**config.mk**
```make
export PLATFORM = sky130hd
export DESIGN_NAME = tx_arbiter
export DESIGN_NICKNAME = d
export VERILOG_FILES = /design/src/rtl/tx_arbiter.sv
export SDC_FILE = /design/constraint.sdc
export NUM_CORES = 1
export LEC_CHECK = 0
export ABC_AREA = 1
export CORE_ASPECT_RATIO = 1.2
export CORE_MARGIN = 5
export CORE_UTILIZATION = 33
export CTS_CLUSTER_DIAMETER = 30
export CTS_CLUSTER_SIZE = 30
export DETAILED_ROUTE_END_ITERATION = 8
export MAX_ROUTING_LAYER = met4
export PLACE_DENSITY = 0.62
export SLEW_MARGIN = 20
export SYNTH_ARGS = -nofsm -noshare
export SYNTH_HDL_FRONTEND = slang
export SYNTH_SLANG_ARGS = --single-unit
```
**constraint.sdc**
```tcl
create_clock -name clk -period 1.85 [get_ports clk]
set_input_delay 0.2775 -clock clk [delete_from_list [all_inputs] [get_ports clk]]
set_output_delay 0.2775 -clock clk [all_outputs]
set_load 0.05 [all_outputs]
```
**src/rtl/tx_arbiter.sv**
```systemverilog
// Two-requester round-robin front end for a byte sender: it accepts one byte,
// starts the sender and waits for completion with a timeout and flush.
module tx_arbiter #(
    parameter int unsigned TIMEOUT_CYCLES = 16
) (
    input  logic       clk,
    input  logic       rst,
    input  logic       enable,
    input  logic       req0_valid,
    input  logic       req1_valid,
    input  logic [7:0] req0_data,
    input  logic [7:0] req1_data,
    output logic       req0_ready,
    output logic       req1_ready,
    output logic       txEn,
    output logic       txStart,
    output logic [7:0] txData,
    input  logic       txBusy,
    input  logic       txDone,
    output logic [1:0] grant,
    output logic       done0,
    output logic       done1,
    output logic       timeout_err
);

    localparam int unsigned CNT_W  = $clog2(TIMEOUT_CYCLES + 1);
    localparam int unsigned DATA_W = 8;

    localparam logic [2:0] S_IDLE    = 3'd0;
    localparam logic [2:0] S_START   = 3'd1;
    localparam logic [2:0] S_WAIT    = 3'd2;
    localparam logic [2:0] S_RECOVER = 3'd3;
    localparam logic [2:0] S_FLUSH   = 3'd4;

    logic [2:0]        state_q, state_d;
    logic [CNT_W-1:0]  cnt_q, cnt_d;
    logic              last_q, last_d;
    logic [DATA_W-1:0] data_q, data_d;
    logic [1:0]        grant_q, grant_d;
    logic              start_q, start_d;
    logic              en_q, en_d;
    logic              done0_q, done0_d;
    logic              done1_q, done1_d;
    logic              terr_q, terr_d;

    logic sel_c;
    logic can_accept_c;
    logic accept_c;

    // Round robin: on a tie the requester not served last wins.
    assign sel_c        = (req0_valid && req1_valid) ? ~last_q : req1_valid;
    assign can_accept_c = enable && (state_q == S_IDLE) && !txBusy;
    assign accept_c     = can_accept_c && (req0_valid || req1_valid);

    assign req0_ready = can_accept_c && req0_valid && !sel_c;
    assign req1_ready = can_accept_c && req1_valid && sel_c;

    always_comb begin
        state_d = state_q;
        cnt_d   = cnt_q;
        last_d  = last_q;
        data_d  = data_q;
        grant_d = grant_q;
        done0_d = 1'b0;
        done1_d = 1'b0;

        case (state_q)
            S_IDLE: begin
                if (accept_c) begin
                    data_d  = sel_c ? req1_data : req0_data;
                    grant_d = sel_c ? 2'b10 : 2'b01;
                    last_d  = sel_c;
                    state_d = S_START;
                end
            end
            S_START: begin
                if (!enable) begin
                    grant_d = 2'b00;
                    state_d = S_IDLE;
                end else begin
                    cnt_d   = '0;
                    state_d = S_WAIT;
                end
            end
            S_WAIT: begin
                // Losing enable wins over a completion arriving in the same cycle.
                if (!enable) begin
                    grant_d = 2'b00;
                    state_d = S_IDLE;
                end else if (txDone) begin
                    done0_d = grant_q[0];
                    done1_d = grant_q[1];
                    grant_d = 2'b00;
                    state_d = S_RECOVER;
                end else if (cnt_q == CNT_W'(TIMEOUT_CYCLES - 1)) begin
                    grant_d = 2'b00;
                    state_d = S_FLUSH;
                end else begin
                    cnt_d = cnt_q + CNT_W'(1);
                end
            end
            S_RECOVER: begin
                grant_d = 2'b00;
                state_d = S_IDLE;
            end
            S_FLUSH: begin
                grant_d = 2'b00;
                state_d = S_IDLE;
            end
            default: begin
                grant_d = 2'b00;
                state_d = S_IDLE;
            end
        endcase

        start_d = (state_d == S_START);
        en_d    = enable && (state_d != S_FLUSH);
        terr_d  = (state_d == S_FLUSH);
    end

    always_ff @(posedge clk or posedge rst) begin
        if (rst) begin
            state_q <= S_IDLE;
            cnt_q   <= '0;
            last_q  <= 1'b1;
            data_q  <= '0;
            grant_q <= 2'b00;
            start_q <= 1'b0;
            en_q    <= 1'b0;
            done0_q <= 1'b0;
            done1_q <= 1'b0;
            terr_q  <= 1'b0;
        end else begin
            state_q <= state_d;
            cnt_q   <= cnt_d;
            last_q  <= last_d;
            data_q  <= data_d;
            grant_q <= grant_d;
            start_q <= start_d;
            en_q    <= en_d;
            done0_q <= done0_d;
            done1_q <= done1_d;
            terr_q  <= terr_d;
        end
    end

    assign txEn        = en_q;
    assign txStart     = start_q;
    assign txData      = data_q;
    assign grant       = grant_q;
    assign done0       = done0_q;
    assign done1       = done1_q;
    assign timeout_err = terr_q;

endmodule

```
Word level (Yosys, flattened, before mapping):

Index checks and enable logic that the tools add are counted.

* add/subtract/negate cells: 1
* multiply operators: 0
* div/mod/pow operators: 0
* $lt $le $gt $ge: 0
* eq/ne operators: 13
* shift-type cells: 0
* multiplexer cells: 26
* bitwise logic cells: 1
* reductions and logical operators: 17

Operators with widths (number)
* 2-to-1 mux 5 bit: 4
* 2-to-1 mux 2 bit: 7
* 2-to-1 mux 3 bit: 4
* inequality test 2 bit (second input constant): 6
* one-hot mux 5 bit (2 select lines): 1
* logical AND 1 bit: 9
* one-hot mux 3 bit (3 select lines): 1
* 2-to-1 mux 8 bit: 1
* 2-to-1 mux 1 bit: 7
* equality test 3 x 1 -> 1 bit (second input constant): 2
* one-hot mux 2 bit (3 select lines): 1
* adder 5 x 1 -> 5 bit (second input constant): 1
* equality test 5 x 4 -> 1 bit (second input constant): 1
* AND reduction 5 bit: 1
* inequality test 4 bit (second input constant): 1
* equality test 3 x 2 -> 1 bit (second input constant): 1
* equality test 3 bit (second input constant): 1
* logical NOT 3 bit: 1
* inequality test 3 bit (second input constant): 1
* AND reduction 3 bit: 1
* logical NOT 1 bit: 2
* AND reduction 2 bit: 1
* nonzero test 2 bit: 1
* logical OR 1 bit: 1
* NOT 1 bit: 1

* bits in registers: 24
* latch bits: 0
* memory bits (writable): 0
* ROM bits: 0
* input port bits: 23
* output and inout bits: 17
* logic and storage cells: 68
* memories: 0

Depth between registers and ports, before layout:

Gate-level depths: netlist of run 1.

* word-level depth: 8
* mapped depth: 9
* depth with buffers taken out: 9

Worst setup path before layout of run 1:

Ideal clock, no wire load.

* path type: flip-flop to output port
* start point: register state_q[0]
* end point: output port req0_ready
* data arrival time: 1.238 ns
* data required time: 1.572 ns
* setup slack: 0.334 ns
* stages on the path, launching flop included: 7
* buffers on the path: 1
* cells stage by stage: dfrtp_1 > inv_1 > nand2_1 > nor3_2 > buf_4 > nand3_1 > inv_1

* word-level cells in the longest chain between the ends: 5

RTL lines
* start, declared: line 35 `logic [2:0] state_q, state_d;`
* start signal, assigned: line 134 `state_q <= state_d;`
* logical NOT 3 bit: line 52 `assign can_accept_c = enable && (state_q == S_IDLE) && !txBusy;`
* logical AND 1 bit (2 in series): line 52
* logical AND 1 bit (2 in series): line 55 `assign req0_ready = can_accept_c && req0_valid && !sel_c;`
* end, declared: line 13 `output logic req0_ready,`

Every way passes these cells.

Final worst setup path of run 1:

* start point: register data_q[1], in the netlist txData[1]
* end point: output port txData[1]

RTL lines
* start, declared: line 38 `logic [DATA_W-1:0] data_q, data_d;`
* start signal, assigned: line 137 `data_q <= data_d;`
* end, declared: line 17 `output logic [7:0] txData,`

No word-level cell between the ends.

==> run_results.csv, run 1 <==
group,metric,value,unit
floorplan,die_height,77.1,um
grt,grt.overflow.total,0,
clock_tree,clock_tree.buffer_depth,2,
grt,initial_antenna_violation_count,0,
worst_setup_path,crit_buf_inv,1,
sta,max_slew_margin,65.8,%
worst_setup_path,slowest_stage,"sky130_fd_sc_hd__clkdlybuf4s50_1",
grt,grt_max_degree,25,
power,p_seq_share,42.8,%
worst_setup_path,cp-end-kind,"output port",
synth,ys_warn_count,0,
place,final_hpwl_dp,2.12,mm
worst_setup_path,r2r_slack,0.21,ns
outcome,status,"complete, no violations",
finish,post-route-cell-area,1780,um^2
floorplan,core.rowCount,24,
synth,ys_seq_elements,24,
synth,ys_flop_type,"sky130_fd_sc_hd__dfrtp_1",
place,portBuffers,39,
synth,synth_nets,192,
sta,finalMaxSlewViolations,0,
synth,synthDominantCellAreaShare,46.5,%
worst_setup_path,worstReg2RegStart,"cnt_q[0]",
sta,final_hold_viol_count,0,
sta,fin_tns_setup,0,ns
drt,drc_violations_left,0,
power,switching_share,36.8,%
floorplan,floorplan.core_area,3630,um^2
place,gp_congestion,0.770,
drt,viasPerCell,4.29,
worst_setup_path,r2r_cells,7,
clock_tree,cts_made_buffers,3,
worst_setup_path,critPathLaunchType,"register",
synth,synthMostInstantiatedCell,"sky130_fd_sc_hd__nand2_1",
power,cell_internal_power,947,uW
clock_tree,hold_buf_cts,0,
clock_tree,clk_root_buffer_cell,"sky130_fd_sc_hd__clkbuf_8",
worst_setup_path,worstPathRequired,1.57,ns
drt,detail_route.first_pass.iterations,4,
job,max_cap_violations,0,
sta,final-setup-viol-count,0,
power,leakage_power,0.908,nW
worst_setup_path,critPathArrivalTime,1.46,ns
clock_tree,cts_sinks,24,
sta,rsz0062_at_grt,"false",
sta,max_clock_freq,577,MHz
floorplan,dieArea,5080,um^2
synth,syn_area,1240,um^2
synth,synth.avg_cell_area,7.42,um^2
finish,seq_area,602,um^2
synth,ys_async_sr_fraction,100,%
worst_setup_path,cp_cell_sequence,"clkdlybuf4s50_1",
finish,layout-drive-gt1-share,8.92,%
place,dpl_cell_area,1730,um^2
worst_setup_path,cp_max_fo,2,
floorplan,start_util,34.1,%
worst_setup_path,critPathMaxStageDelay,0.82,ns
grt,grt_pass1_vias,1139,
worst_setup_path,worst-setup-path-type,"reg -> out",
grt,grt_first_pass_wirelength,4.73,mm
synth,count_of_different_cell_masters_after_synthesis,18,
synth,synth_enable_flop_cells,0,
power,peakVddDrop,496,uV
synth,yosysTopAreaCell,"sky130_fd_sc_hd__dfrtp_1",
synth,synthTopCellsByCount,"sky130_fd_sc_hd__nand2_1, sky130_fd_sc_hd__dfrtp_1, sky130_fd_sc_hd__inv_1",
clock_tree,cts.reportedPaths.clkPinSlew,0.08,ns
worst_setup_path,timing.rr.end,"txEn",
power,power.combinational.fraction,36.5,%
synth,synth_cells,167,
power,cellPowerDensity,841,nW/um^2
sta,final_min_period_over_clock_period,93.7,%
sta,timing.final.crit_period,1.73,ns
finish,area_growth,43.8,%
worst_setup_path,critical_path.top_delay_family,"buffers and inverters",
grt,grt.total_usage,11.7,%
clock_tree,cts_htree_levels,1,
clock_tree,cts_tree,"built",
power,overall_power,1.50,mW
finish,area_used_by_multi_input_combinational_logic,546,um^2
worst_hold_path,min_path_type,"in -> async",
synth,synth_seq_area_share,48.6,%
power,p_switching,552,uW
synth,yosys-top-cells-area,"sky130_fd_sc_hd__dfrtp_1, sky130_fd_sc_hd__nand2_1, sky130_fd_sc_hd__nand3_1",
clock_tree,clk_latency,0.26,ns
finish,final_util,49.0,%
drt,dr.first_iter.drc_count,37,
sta,tightestPinTransition,0.512,ns
drt,antenna_violating_nets_post_route,0,
floorplan,chipWidth,65.9,um
finish,fillers,385,
drt,via_count_of_the_routed_design,1136,
worst_setup_path,critical_path_depth,1,
sta,final.setup_skew,0.00734,ns
power,pwr-share-clk,20.7,%
drt,routedWlPerCell,10.2,um
floorplan,floorplan.io_pins,40,
drt,wirelength,2.71,mm
finish,final_nets,239,
finish,diodes,0,
## kinds of logic (layout without fill, tap and decap cells)
family / after synthesis / after routing / share of synthesized area [%]
and+or+nand+nor: 114 / 114 / 39.5
DFF: 24 / 24 / 48.6
buffers and inverters: 22 / 68 / 7.88
AOI/OAI and AO/OA: 5 / 5 / 2.02
adders and majority gates: 2 / 2 / 2.02
## power by group through the flow
stage                     registers, mW  logic, mW  clock network [mW]
after floorplan                   0.832      0.153                   0
after global placement            0.652      0.548                   0
after detailed placement          0.646      0.552                   0
after CTS                         0.640      0.552               0.323
after global routing              0.647      0.588               0.343
final                             0.641      0.547               0.310
## flip-flops by register name (all words and copies together) (netlist names)
signal	cells
cnt_q	5
done0	1
done1	1
grant	2
last_q	1
state_q	3
timeout_err	1
txData	8
txEn	1
txStart	1
## routing by layer
metal / up-vias / global-route usage, % / share of wire, %
met5: - / - / 0
met4: 0 / 3.66 / 1.0
met3: 4 / 2.78 / 7.3
met2: 42 / 18.9 / 47
met1: 482 / 14.3 / 45
li1: 608 / - / -
## metrics by stage
step / instances / setup WS (ns) / hold WS, ns
2_1_floorplan: 167 / 0.334 / 0.291
3_3_place_gp: 261 / 0.105 / 0.457
3_5_place_dp: 261 / 0.0511 / 0.461
4_1_cts: 265 / 0.108 / 0.360
5_1_grt: 265 / 0.0214 / 0.416
6_report: 265 / 0.117 / 0.348
## layout make-up
type | count | share of cell area (%)
tap | 52 | 3.65
timing repair buffer | 45 | 25.4
multi-input combinational | 121 | 30.6
sequential | 24 | 33.8
clock buffer | 4 | 2.53
inverter | 19 | 4.00
## worst max path at each step
stage,start,endpoint,slack [ns]
global route,state_q[2],req1_ready,0.02
finish,txData[1],txData[1],0.12
floorplan,state_q[0],req0_ready,0.33
CTS,grant[1],grant[1],0.11
global placement,enable,txData[1],0.11
detailed placement,enable,txData[2],0.05
## worst min-delay path, stage by stage
cell and delay, ns:
sky130_fd_sc_hd__clkdlybuf4s50_1 0.40, sky130_fd_sc_hd__inv_1 0.05, sky130_fd_sc_hd__buf_4 0.28
## cell usage in the layout (no fill, tap or decap), types with 3 or more instances in the layout
cell / instances
sky130_fd_sc_hd__nand2_1: 73
sky130_fd_sc_hd__nand4_1: 3
sky130_fd_sc_hd__buf_4: 7
sky130_fd_sc_hd__nor2_1: 14
sky130_fd_sc_hd__nand2_2: 3
sky130_fd_sc_hd__clkdlybuf4s50_1: 36
sky130_fd_sc_hd__dfrtp_1: 23
sky130_fd_sc_hd__clkbuf_8: 3
sky130_fd_sc_hd__nand3_1: 15
sky130_fd_sc_hd__o21ai_0: 4
sky130_fd_sc_hd__inv_1: 17
## timing repair
action,4_1_cts,5_1_grt
setup endpoints to repair,0,1
gates resized for setup,0,1
setup buffers,0,0
Power figures use the tool's default switching activity.
==> run 2: changes to the inputs <==
--- a/config.mk
+++ b/config.mk
@@ -12,6 +12,7 @@
 export CTS_CLUSTER_DIAMETER = 30
 export CTS_CLUSTER_SIZE = 30
 export DETAILED_ROUTE_END_ITERATION = 8
+export HOLD_SLACK_MARGIN = 0.06
 export MAX_ROUTING_LAYER = met4
 export PLACE_DENSITY = 0.62
 export SLEW_MARGIN = 20
==> results of run 2 <==
Same layout as run 1: the final DEF is identical, and so are final timing and power.
